<file path="src/rtl/axi_lite_rr_arbiter.sv">
// N-master to 1-slave AXI4-Lite arbiter, independent write/read round-robin owners, one transaction per grant.
// Define AXIL_ARB_FIXED_PRIO_EN for fixed priority (lowest index wins) instead of round-robin.
module axi_lite_rr_arbiter #(
    parameter int N_MASTERS  = 2,
    parameter int ADDR_WIDTH = 12,
    parameter int DATA_WIDTH = 8
) (
    input  logic                                  ACLK,
    input  logic                                  ARESETn,
    input  logic [N_MASTERS*ADDR_WIDTH-1:0]       m_awaddr,
    input  logic [N_MASTERS-1:0]                  m_awvalid,
    output logic [N_MASTERS-1:0]                  m_awready,
    input  logic [N_MASTERS*DATA_WIDTH-1:0]       m_wdata,
    input  logic [N_MASTERS*(DATA_WIDTH/8)-1:0]   m_wstrb,
    input  logic [N_MASTERS-1:0]                  m_wvalid,
    output logic [N_MASTERS-1:0]                  m_wready,
    output logic [N_MASTERS*2-1:0]                m_bresp,
    output logic [N_MASTERS-1:0]                  m_bvalid,
    input  logic [N_MASTERS-1:0]                  m_bready,
    input  logic [N_MASTERS*ADDR_WIDTH-1:0]       m_araddr,
    input  logic [N_MASTERS-1:0]                  m_arvalid,
    output logic [N_MASTERS-1:0]                  m_arready,
    output logic [N_MASTERS*DATA_WIDTH-1:0]       m_rdata,
    output logic [N_MASTERS*2-1:0]                m_rresp,
    output logic [N_MASTERS-1:0]                  m_rvalid,
    input  logic [N_MASTERS-1:0]                  m_rready,
    output logic [ADDR_WIDTH-1:0]                 s_awaddr,
    output logic                                  s_awvalid,
    input  logic                                  s_awready,
    output logic [DATA_WIDTH-1:0]                 s_wdata,
    output logic [(DATA_WIDTH/8)-1:0]             s_wstrb,
    output logic                                  s_wvalid,
    input  logic                                  s_wready,
    input  logic [1:0]                            s_bresp,
    input  logic                                  s_bvalid,
    output logic                                  s_bready,
    output logic [ADDR_WIDTH-1:0]                 s_araddr,
    output logic                                  s_arvalid,
    input  logic                                  s_arready,
    input  logic [DATA_WIDTH-1:0]                 s_rdata,
    input  logic [1:0]                            s_rresp,
    input  logic                                  s_rvalid,
    output logic                                  s_rready,
    output logic [N_MASTERS-1:0]                  wr_grant,
    output logic [N_MASTERS-1:0]                  rd_grant
);

    localparam int STRB_WIDTH = DATA_WIDTH / 8;
    localparam int IDX_W      = (N_MASTERS > 1) ? $clog2(N_MASTERS) : 1;

    typedef enum logic [1:0] {
        WR_IDLE = 2'd0,
        WR_ADDR = 2'd1,
        WR_RESP = 2'd2
    } wr_state_t;

    typedef enum logic [1:0] {
        RD_IDLE = 2'd0,
        RD_ADDR = 2'd1,
        RD_DATA = 2'd2
    } rd_state_t;

    // First requester at or after ptr, scanning cyclically.
    function automatic logic [IDX_W-1:0] rr_pick(input logic [N_MASTERS-1:0] req,
                                                 input logic [IDX_W-1:0] ptr);
        logic [IDX_W-1:0] sel;
        logic             found;
        int               idx;
        sel   = '0;
        found = 1'b0;
        for (int k = 0; k < N_MASTERS; k++) begin
            idx = (int'(ptr) + k) % N_MASTERS;
            if (!found && req[idx[IDX_W-1:0]]) begin
                sel   = IDX_W'(idx);
                found = 1'b1;
            end
        end
        return sel;
    endfunction

    function automatic logic [IDX_W-1:0] next_idx(input logic [IDX_W-1:0] idx);
        if (int'(idx) == N_MASTERS - 1) begin
            return '0;
        end else begin
            return idx + 1'b1;
        end
    endfunction

    function automatic logic [N_MASTERS-1:0] to_onehot(input logic [IDX_W-1:0] idx);
        logic [N_MASTERS-1:0] v;
        v      = '0;
        v[idx] = 1'b1;
        return v;
    endfunction

    wr_state_t        wr_state_r, wr_state_s;
    logic [IDX_W-1:0] wr_idx_r, wr_ptr_r, wr_pick_s;
    logic             aw_done_r, w_done_r;
    logic             aw_hs_s, w_hs_s, b_hs_s;

    rd_state_t        rd_state_r, rd_state_s;
    logic [IDX_W-1:0] rd_idx_r, rd_ptr_r, rd_pick_s;
    logic             ar_hs_s, r_hs_s;

    // Write path: next state, handshake detection and channel routing to the owner.
    always_comb begin
        wr_state_s = wr_state_r;
        wr_pick_s  = rr_pick(m_awvalid, wr_ptr_r);
        aw_hs_s    = 1'b0;
        w_hs_s     = 1'b0;
        b_hs_s     = 1'b0;
        s_awaddr   = '0;
        s_awvalid  = 1'b0;
        s_wdata    = '0;
        s_wstrb    = '0;
        s_wvalid   = 1'b0;
        s_bready   = 1'b0;
        m_awready  = '0;
        m_wready   = '0;
        m_bresp    = '0;
        m_bvalid   = '0;
        case (wr_state_r)
            WR_IDLE: begin
                if (|m_awvalid) begin
                    wr_state_s = WR_ADDR;
                end else begin
                    wr_state_s = WR_IDLE;
                end
            end
            WR_ADDR: begin
                s_awaddr            = m_awaddr[wr_idx_r*ADDR_WIDTH +: ADDR_WIDTH];
                s_wdata             = m_wdata[wr_idx_r*DATA_WIDTH +: DATA_WIDTH];
                s_wstrb             = m_wstrb[wr_idx_r*STRB_WIDTH +: STRB_WIDTH];
                // Each channel is presented only until its own handshake completes.
                s_awvalid           = !aw_done_r && m_awvalid[wr_idx_r];
                s_wvalid            = !w_done_r && m_wvalid[wr_idx_r];
                m_awready[wr_idx_r] = !aw_done_r && s_awready;
                m_wready[wr_idx_r]  = !w_done_r && s_wready;
                aw_hs_s             = s_awvalid && s_awready;
                w_hs_s              = s_wvalid && s_wready;
                if ((aw_done_r || aw_hs_s) && (w_done_r || w_hs_s)) begin
                    wr_state_s = WR_RESP;
                end else begin
                    wr_state_s = WR_ADDR;
                end
            end
            WR_RESP: begin
                s_bready                 = m_bready[wr_idx_r];
                m_bvalid[wr_idx_r]       = s_bvalid;
                m_bresp[wr_idx_r*2 +: 2] = s_bresp;
                b_hs_s                   = s_bvalid && s_bready;
                if (b_hs_s) begin
                    wr_state_s = WR_IDLE;
                end else begin
                    wr_state_s = WR_RESP;
                end
            end
            default: begin
                wr_state_s = WR_IDLE;
            end
        endcase
    end

    // Write path state, owner, grant, per-channel completion and priority pointer.
    always_ff @(posedge ACLK) begin
        if (!ARESETn) begin
            wr_state_r <= WR_IDLE;
            wr_idx_r   <= '0;
            wr_ptr_r   <= '0;
            wr_grant   <= '0;
            aw_done_r  <= 1'b0;
            w_done_r   <= 1'b0;
        end else begin
            wr_state_r <= wr_state_s;
            case (wr_state_r)
                WR_IDLE: begin
                    if (|m_awvalid) begin
                        wr_idx_r  <= wr_pick_s;
                        wr_grant  <= to_onehot(wr_pick_s);
                        aw_done_r <= 1'b0;
                        w_done_r  <= 1'b0;
                    end
                end
                WR_ADDR: begin
                    if (aw_hs_s) begin
                        aw_done_r <= 1'b1;
                    end
                    if (w_hs_s) begin
                        w_done_r <= 1'b1;
                    end
                end
                WR_RESP: begin
                    if (b_hs_s) begin
                        wr_grant <= '0;
`ifdef AXIL_ARB_FIXED_PRIO_EN
                        wr_ptr_r <= '0;
`else
                        wr_ptr_r <= next_idx(wr_idx_r);
`endif
                    end
                end
                default: begin
                    wr_grant <= '0;
                end
            endcase
        end
    end

    // Read path: next state, handshake detection and channel routing to the owner.
    always_comb begin
        rd_state_s = rd_state_r;
        rd_pick_s  = rr_pick(m_arvalid, rd_ptr_r);
        ar_hs_s    = 1'b0;
        r_hs_s     = 1'b0;
        s_araddr   = '0;
        s_arvalid  = 1'b0;
        s_rready   = 1'b0;
        m_arready  = '0;
        m_rdata    = '0;
        m_rresp    = '0;
        m_rvalid   = '0;
        case (rd_state_r)
            RD_IDLE: begin
                if (|m_arvalid) begin
                    rd_state_s = RD_ADDR;
                end else begin
                    rd_state_s = RD_IDLE;
                end
            end
            RD_ADDR: begin
                s_araddr            = m_araddr[rd_idx_r*ADDR_WIDTH +: ADDR_WIDTH];
                s_arvalid           = m_arvalid[rd_idx_r];
                m_arready[rd_idx_r] = s_arready;
                ar_hs_s             = s_arvalid && s_arready;
                if (ar_hs_s) begin
                    rd_state_s = RD_DATA;
                end else begin
                    rd_state_s = RD_ADDR;
                end
            end
            RD_DATA: begin
                s_rready                                = m_rready[rd_idx_r];
                m_rvalid[rd_idx_r]                      = s_rvalid;
                m_rdata[rd_idx_r*DATA_WIDTH +: DATA_WIDTH] = s_rdata;
                m_rresp[rd_idx_r*2 +: 2]                = s_rresp;
                r_hs_s                                  = s_rvalid && s_rready;
                if (r_hs_s) begin
                    rd_state_s = RD_IDLE;
                end else begin
                    rd_state_s = RD_DATA;
                end
            end
            default: begin
                rd_state_s = RD_IDLE;
            end
        endcase
    end

    // Read path state, owner, grant and priority pointer.
    always_ff @(posedge ACLK) begin
        if (!ARESETn) begin
            rd_state_r <= RD_IDLE;
            rd_idx_r   <= '0;
            rd_ptr_r   <= '0;
            rd_grant   <= '0;
        end else begin
            rd_state_r <= rd_state_s;
            case (rd_state_r)
                RD_IDLE: begin
                    if (|m_arvalid) begin
                        rd_idx_r <= rd_pick_s;
                        rd_grant <= to_onehot(rd_pick_s);
                    end
                end
                RD_ADDR: begin
                    rd_grant <= rd_grant;
                end
                RD_DATA: begin
                    if (r_hs_s) begin
                        rd_grant <= '0;
`ifdef AXIL_ARB_FIXED_PRIO_EN
                        rd_ptr_r <= '0;
`else
                        rd_ptr_r <= next_idx(rd_idx_r);
`endif
                    end
                end
                default: begin
                    rd_grant <= '0;
                end
            endcase
        end
    end

endmodule

</file>
<file path="config.mk">
export PLATFORM = sky130hd
export DESIGN_NAME = axi_lite_rr_arbiter
export DESIGN_NICKNAME = d
export VERILOG_FILES = /design/src/rtl/axi_lite_rr_arbiter.sv
export SDC_FILE = /design/constraint.sdc
export NUM_CORES = 1
export LEC_CHECK = 0
export ABC_AREA = 1
export ABC_CLOCK_PERIOD_IN_PS = 1500
export CAP_MARGIN = 5
export CELL_PAD_IN_SITES_DETAIL_PLACEMENT = 1
export CELL_PAD_IN_SITES_GLOBAL_PLACEMENT = 2
export CORE_MARGIN = 3
export CORE_UTILIZATION = 10
export CTS_CLUSTER_DIAMETER = 80
export CTS_CLUSTER_SIZE = 20
export DETAILED_ROUTE_END_ITERATION = 10
export GPL_ROUTABILITY_DRIVEN = 0
export PLACE_DENSITY_LB_ADDON = 0.1
export SYNTH_ARGS = -nofsm -noshare
export SYNTH_HDL_FRONTEND = slang
export SYNTH_SLANG_ARGS = --single-unit
export TNS_END_PERCENT = 5
</file>
<file path="constraint.sdc">
create_clock -name ACLK -period 1.5 [get_ports ACLK]
set_input_delay 0.3 -clock ACLK [delete_from_list [all_inputs] [get_ports ACLK]]
set_output_delay 0.3 -clock ACLK [all_outputs]
set_load 0.01 [all_outputs]
</file>
Yosys cells after proc, flatten, opt, wreduce, memory -nomap -nowiden --
Index checks and enable logic that the tools add are counted.
Word-level totals: output and inout port bits 76, bits in registers 14
Operators by class: equality and inequality tests 10, reduce and logical (&&, ||, !) cells 35, shift-type cells 10, bitwise logic cells 10, $add $sub $neg 7, $mul 2, order comparisons 12, mux-type cells 74
Operator list (count):
- negation 2 -> 34 bit | 2
- variable shift 2 x 34 -> 4 bit, first input constant | 2
- indexed part select 2 x 34 -> 4 bit | 2
- indexed part select 24 x 6 -> 12 bit | 2
- two-way mux 1 bit | 45
- negation 4 -> 34 bit | 1
- variable shift 8 x 34 -> 16 bit, first input constant | 1
- indexed part select 8 x 34 -> 16 bit | 1
- two-way mux 2 bit | 13
- two-way mux 12 bit | 2
- case mux 2 bit (3 select lines) | 4
- bitwise AND 16 bit | 1
- logical AND 1 bit | 16
- < comparator 1 x 2 -> 1 bit, second input constant | 8
- two-way mux 16 bit | 1
- indexed part select 16 x 5 -> 8 bit | 1
- inequality test 2 bit, second input constant | 6
- AND reduction 3 bit | 4
- bitwise AND 2 bit | 5
- bitwise AND 4 bit | 2
- two-way mux 4 bit | 2
- two-way mux 8 bit | 1
- AND reduction 2 bit | 4
- multiplier 1 x 2 -> 3 bit, second input constant | 2
- 13 further kinds | 32

Depth between registers and ports, before layout --
depth after elaboration 12, mapped depth 8, gate-level depth less buffers 8

Worst setup path after synthesis --
Ideal clock, no wire load.
path type register to output, from register rd_idx_r, to output m_arready[1], cell stages (with the launch flop) 5, setup slack 172 ps, required time 1200 ps, data arrival time 1028 ps, path through dfxtp_1 > buf_4 > inv_1 > buf_2 > nor3_1
Between the ends: word-level cells in the longest chain between the ends 6, elaborated cells on any way between the ends 7
RTL lines:
- start: declaration | line 102 | logic [IDX_W-1:0] rd_idx_r, rd_ptr_r, rd_pick_s;
- start signal: assignment | line 271 | rd_idx_r <= rd_pick_s;
- < comparator 1 x 2 -> 1 bit (not written as such) or >= comparator 1 bit (tied branches) | line 233 | m_arready[rd_idx_r] = s_arready;
- logical AND 1 bit (not written as such) | line 233
- two-way mux 1 bit (not written as such) | line 233
- demux 1 bit (select 1 bit) * | line 233
- bitwise AND 2 bit (no source line) *
- two-way mux 2 bit * | line 222 | case (rd_state_r)
- end: declaration | line 22 | output logic [N_MASTERS-1:0] m_arready,
Every way passes the cells marked *; elsewhere a longest branch is shown, timed or not.

Worst setup path after layout --
from input m_awvalid[1], to output s_awvalid
Between the ends: word-level cells in the longest chain between the ends 4
RTL lines:
- start: declaration | line 11 | input logic [N_MASTERS-1:0] m_awvalid,
- two-way mux 1 bit (not written as such) (2 in series) | line 135 | s_awvalid = !aw_done_r && m_awvalid[wr_idx_r];
- logical AND 1 bit | line 135
- two-way mux 1 bit | line 122 | case (wr_state_r)
- end: declaration | line 28 | output logic s_awvalid,
No other way between the ends. The select of a mux whose other input is x is not followed.

==> results.yml <==
global_routing:
  antenna_found_initial: 0
  grt_usage_pct: 10.4
  grt_pass1_wl_microns: 14000
  grt_max_degree: 22
  grt_pass1_vias: 2824
  overflow: 0
timing:
  fmax_ghz: 0.647
  final_max_slew_viol_count: 0
  fin_ws_ns: -0.0468
  max-slew-margin-rel_pct: 82.7
  fin_crit_sh_pct: 103
  worst_slew_pin_slew_ns: 0.257
  finalSetupViolations: 11
  finalCriticalPeriod_ns: 1.55
  hold_viol_final: 0
  rsz0062_at_grt: "yes"
  skew_ns: 0.000909
  holdWs_ns: 0.467
placed_design:
  post_dp_cell_area_sq_um: 3730
  pre_cts_slack_ns: -0.514
  port_buffers: 170
  dp_hpwl_microns: 7090
final_layout:
  diodes: 0
  fillers: 1768
  fin_util_pct: 26.3
  drive_gt1_share_pct: 37.0
  fin_area_sq_um: 3670
  layout_commonest_cell: "nand2_1"
  layout_common_cells: "nand2_1 (101), clkdlybuf4s50_1 (97), buf_2 (71)"
  area_growth_pct: 156
  nNetsFinal: 593
logic_synthesis:
  netlist_instances: 279
  ys_seq_area_share_pct: 19.6
  ys_warn_count: 0
  avgSynthCellArea_sq_um: 5.13
  yosysUniqueCellTypes: 22
  syn_nets: 374
  synth_seq_cells: 14
  netlist_area_sq_um: 1430
pwr:
  irDropWorstVdd_v: 0.000273
  leakage_uw: 0.00177
  power.density_nw_per_um2: 533
critical_path:
  cp-start-kind: "input port"
  cp-end-kind: "primary output"
  crit_type: "in -> out"
  worstPathRequired_ns: 1.20
  cp.arrival_ns: 1.25
  path_max_fanout: 2
clock_tree:
  clock_sinks: 14
  clockBufferDepth: 2
  cts_hold_buf: 0
  cts_htree_levels: 1
  root_buffer: "clkbuf_16"
  tritoncts: "done"
  clock_latency_ns: 0.24
  cts_buffers: 3
  cts.clk_slew.worst_paths_ns: 0.05
route:
  vias: 2585
  drt-total-wl_microns: 8610
  drt-initial-drc-count: 43
  routed_via_density: 3.82
  wire_per_inst_microns: 12.7
  ant_nets: 0
  firstDrtPassIters: 3
  drc: 0
floorplan:
  num_rows: 43
  fp.dieH_microns: 126
  core_region_area_sq_um: 13900
  pin_count: 171
  fp.dieW_microns: 126
  start_util_pct: 10.3
  dieArea_sq_um: 15800
status:
  violations: "negative setup slack"
  status: "complete, but fails checks"
hold_path:
  hold_class: "reg -> reg"
run:
  max-cap-violations: 0
-- layout make-up --
type | instances | area [sq um] | share of cell area, %
multi-input cells | 221 | 1080 | 29.5
inverters | 31 | 131 | 3.58
repair buffers | 226 | 1840 | 50.1
well taps | 180 | 225 | 6.14
repair inverters | 1 | 6.26 | 0.171
flip-flops and latches | 14 | 295 | 8.05
clock buffers | 4 | 88.8 | 2.42
-- kinds of logic (layout without fill, tap and decap cells) --
kind of cell,after synthesis,count (layout),share of synthesized area [%]
AOI/OAI and AO/OA,60,60,22.0
buffers and inverters,44,262,12.9
DFF,14,14,19.6
and+or+nand+nor,161,161,45.5
-- final timing paths --
check / to / slack, ns / from / cells after the start
worst min register to register: wr_ptr_r$_SDFFE_PN0P_ / 0.47 / wr_ptr_r$_SDFFE_PN0P_ / 2
worst max-delay path: s_awvalid / -0.05 / m_awvalid[1] / 5
worst max register to register: rd_grant[0]$_SDFFE_PN0P_ / 0.13 / rd_state_r[0]$_SDFF_PN0_ / 8
worst min-delay path: wr_ptr_r$_SDFFE_PN0P_ / 0.47 / wr_ptr_r$_SDFFE_PN0P_ / 2
-- routing by layer --
layer  vias to the layer above  part of all wire [%]  track usage, %
met5                         -                     0               0
met4                         0                  0.59            1.91
met3                         4                    11            3.94
met2                       122                    46            17.6
met1                      1145                    43            12.8
li1                       1314                     -               -
-- critical path, stage by stage --
cell and delay (ns):
clkdlybuf4s50_1 0.48, nand2_1 0.06, nand2_1 0.08, and3_1 0.18
buf_2 0.15
-- timing repair --
item / in CTS / in global routing
endpoints found under the setup margin: 72 / 73
gates resized for setup: 323 / 29
pin swaps: 3 / 2
setup buffers: 2 / 1
cloned: 0 / 1
-- through the flow --
stage | power [uW] | setup TNS [ns] | instances
6_report | 1960 | -0.202 | 677
3_5_place_dp | 1440 | -22.59 | 669
4_1_cts | 1980 | -1.87 | 675
3_3_place_gp | 1430 | -21.83 | 669
2_1_floorplan | 758 | 0 | 279
5_1_grt | 2110 | -5.59 | 677
-- registers in the layout (all words and copies together), names as in the netlist --
register / cells
aw_done_r: 1
rd_ptr_r: 1
rd_state_r: 2
w_done_r: 1
wr_grant: 2
wr_state_r: 2
wr_ptr_r: 1
wr_idx_r: 1
rd_grant: 2
rd_idx_r: 1
-- power by group --
| part | internal [uW] | switching (uW) | total (uW) |
|---|---|---|---|
| clock network | 404 | 159 | 564 |
| registers | 399 | 23.0 | 422 |
| logic | 537 | 433 | 971 |
| total | 1340 | 616 | 1960 |
-- synth_stat cells, drive strengths merged --
cell	count	area (sq um)
buf	12	65.1
nand2	104	390
and3	2	12.5
a21boi	1	7.51
nor3	9	45.0
clkbuf	1	3.75
clkinv	1	3.75
dfxtp	14	280
nor2	40	173
or2	1	6.26
inv	30	113
a31oi	1	6.26
o21ai	10	57.6
a21oi	48	244
nand3	5	25.0
(Power assumes the default switching activity.)
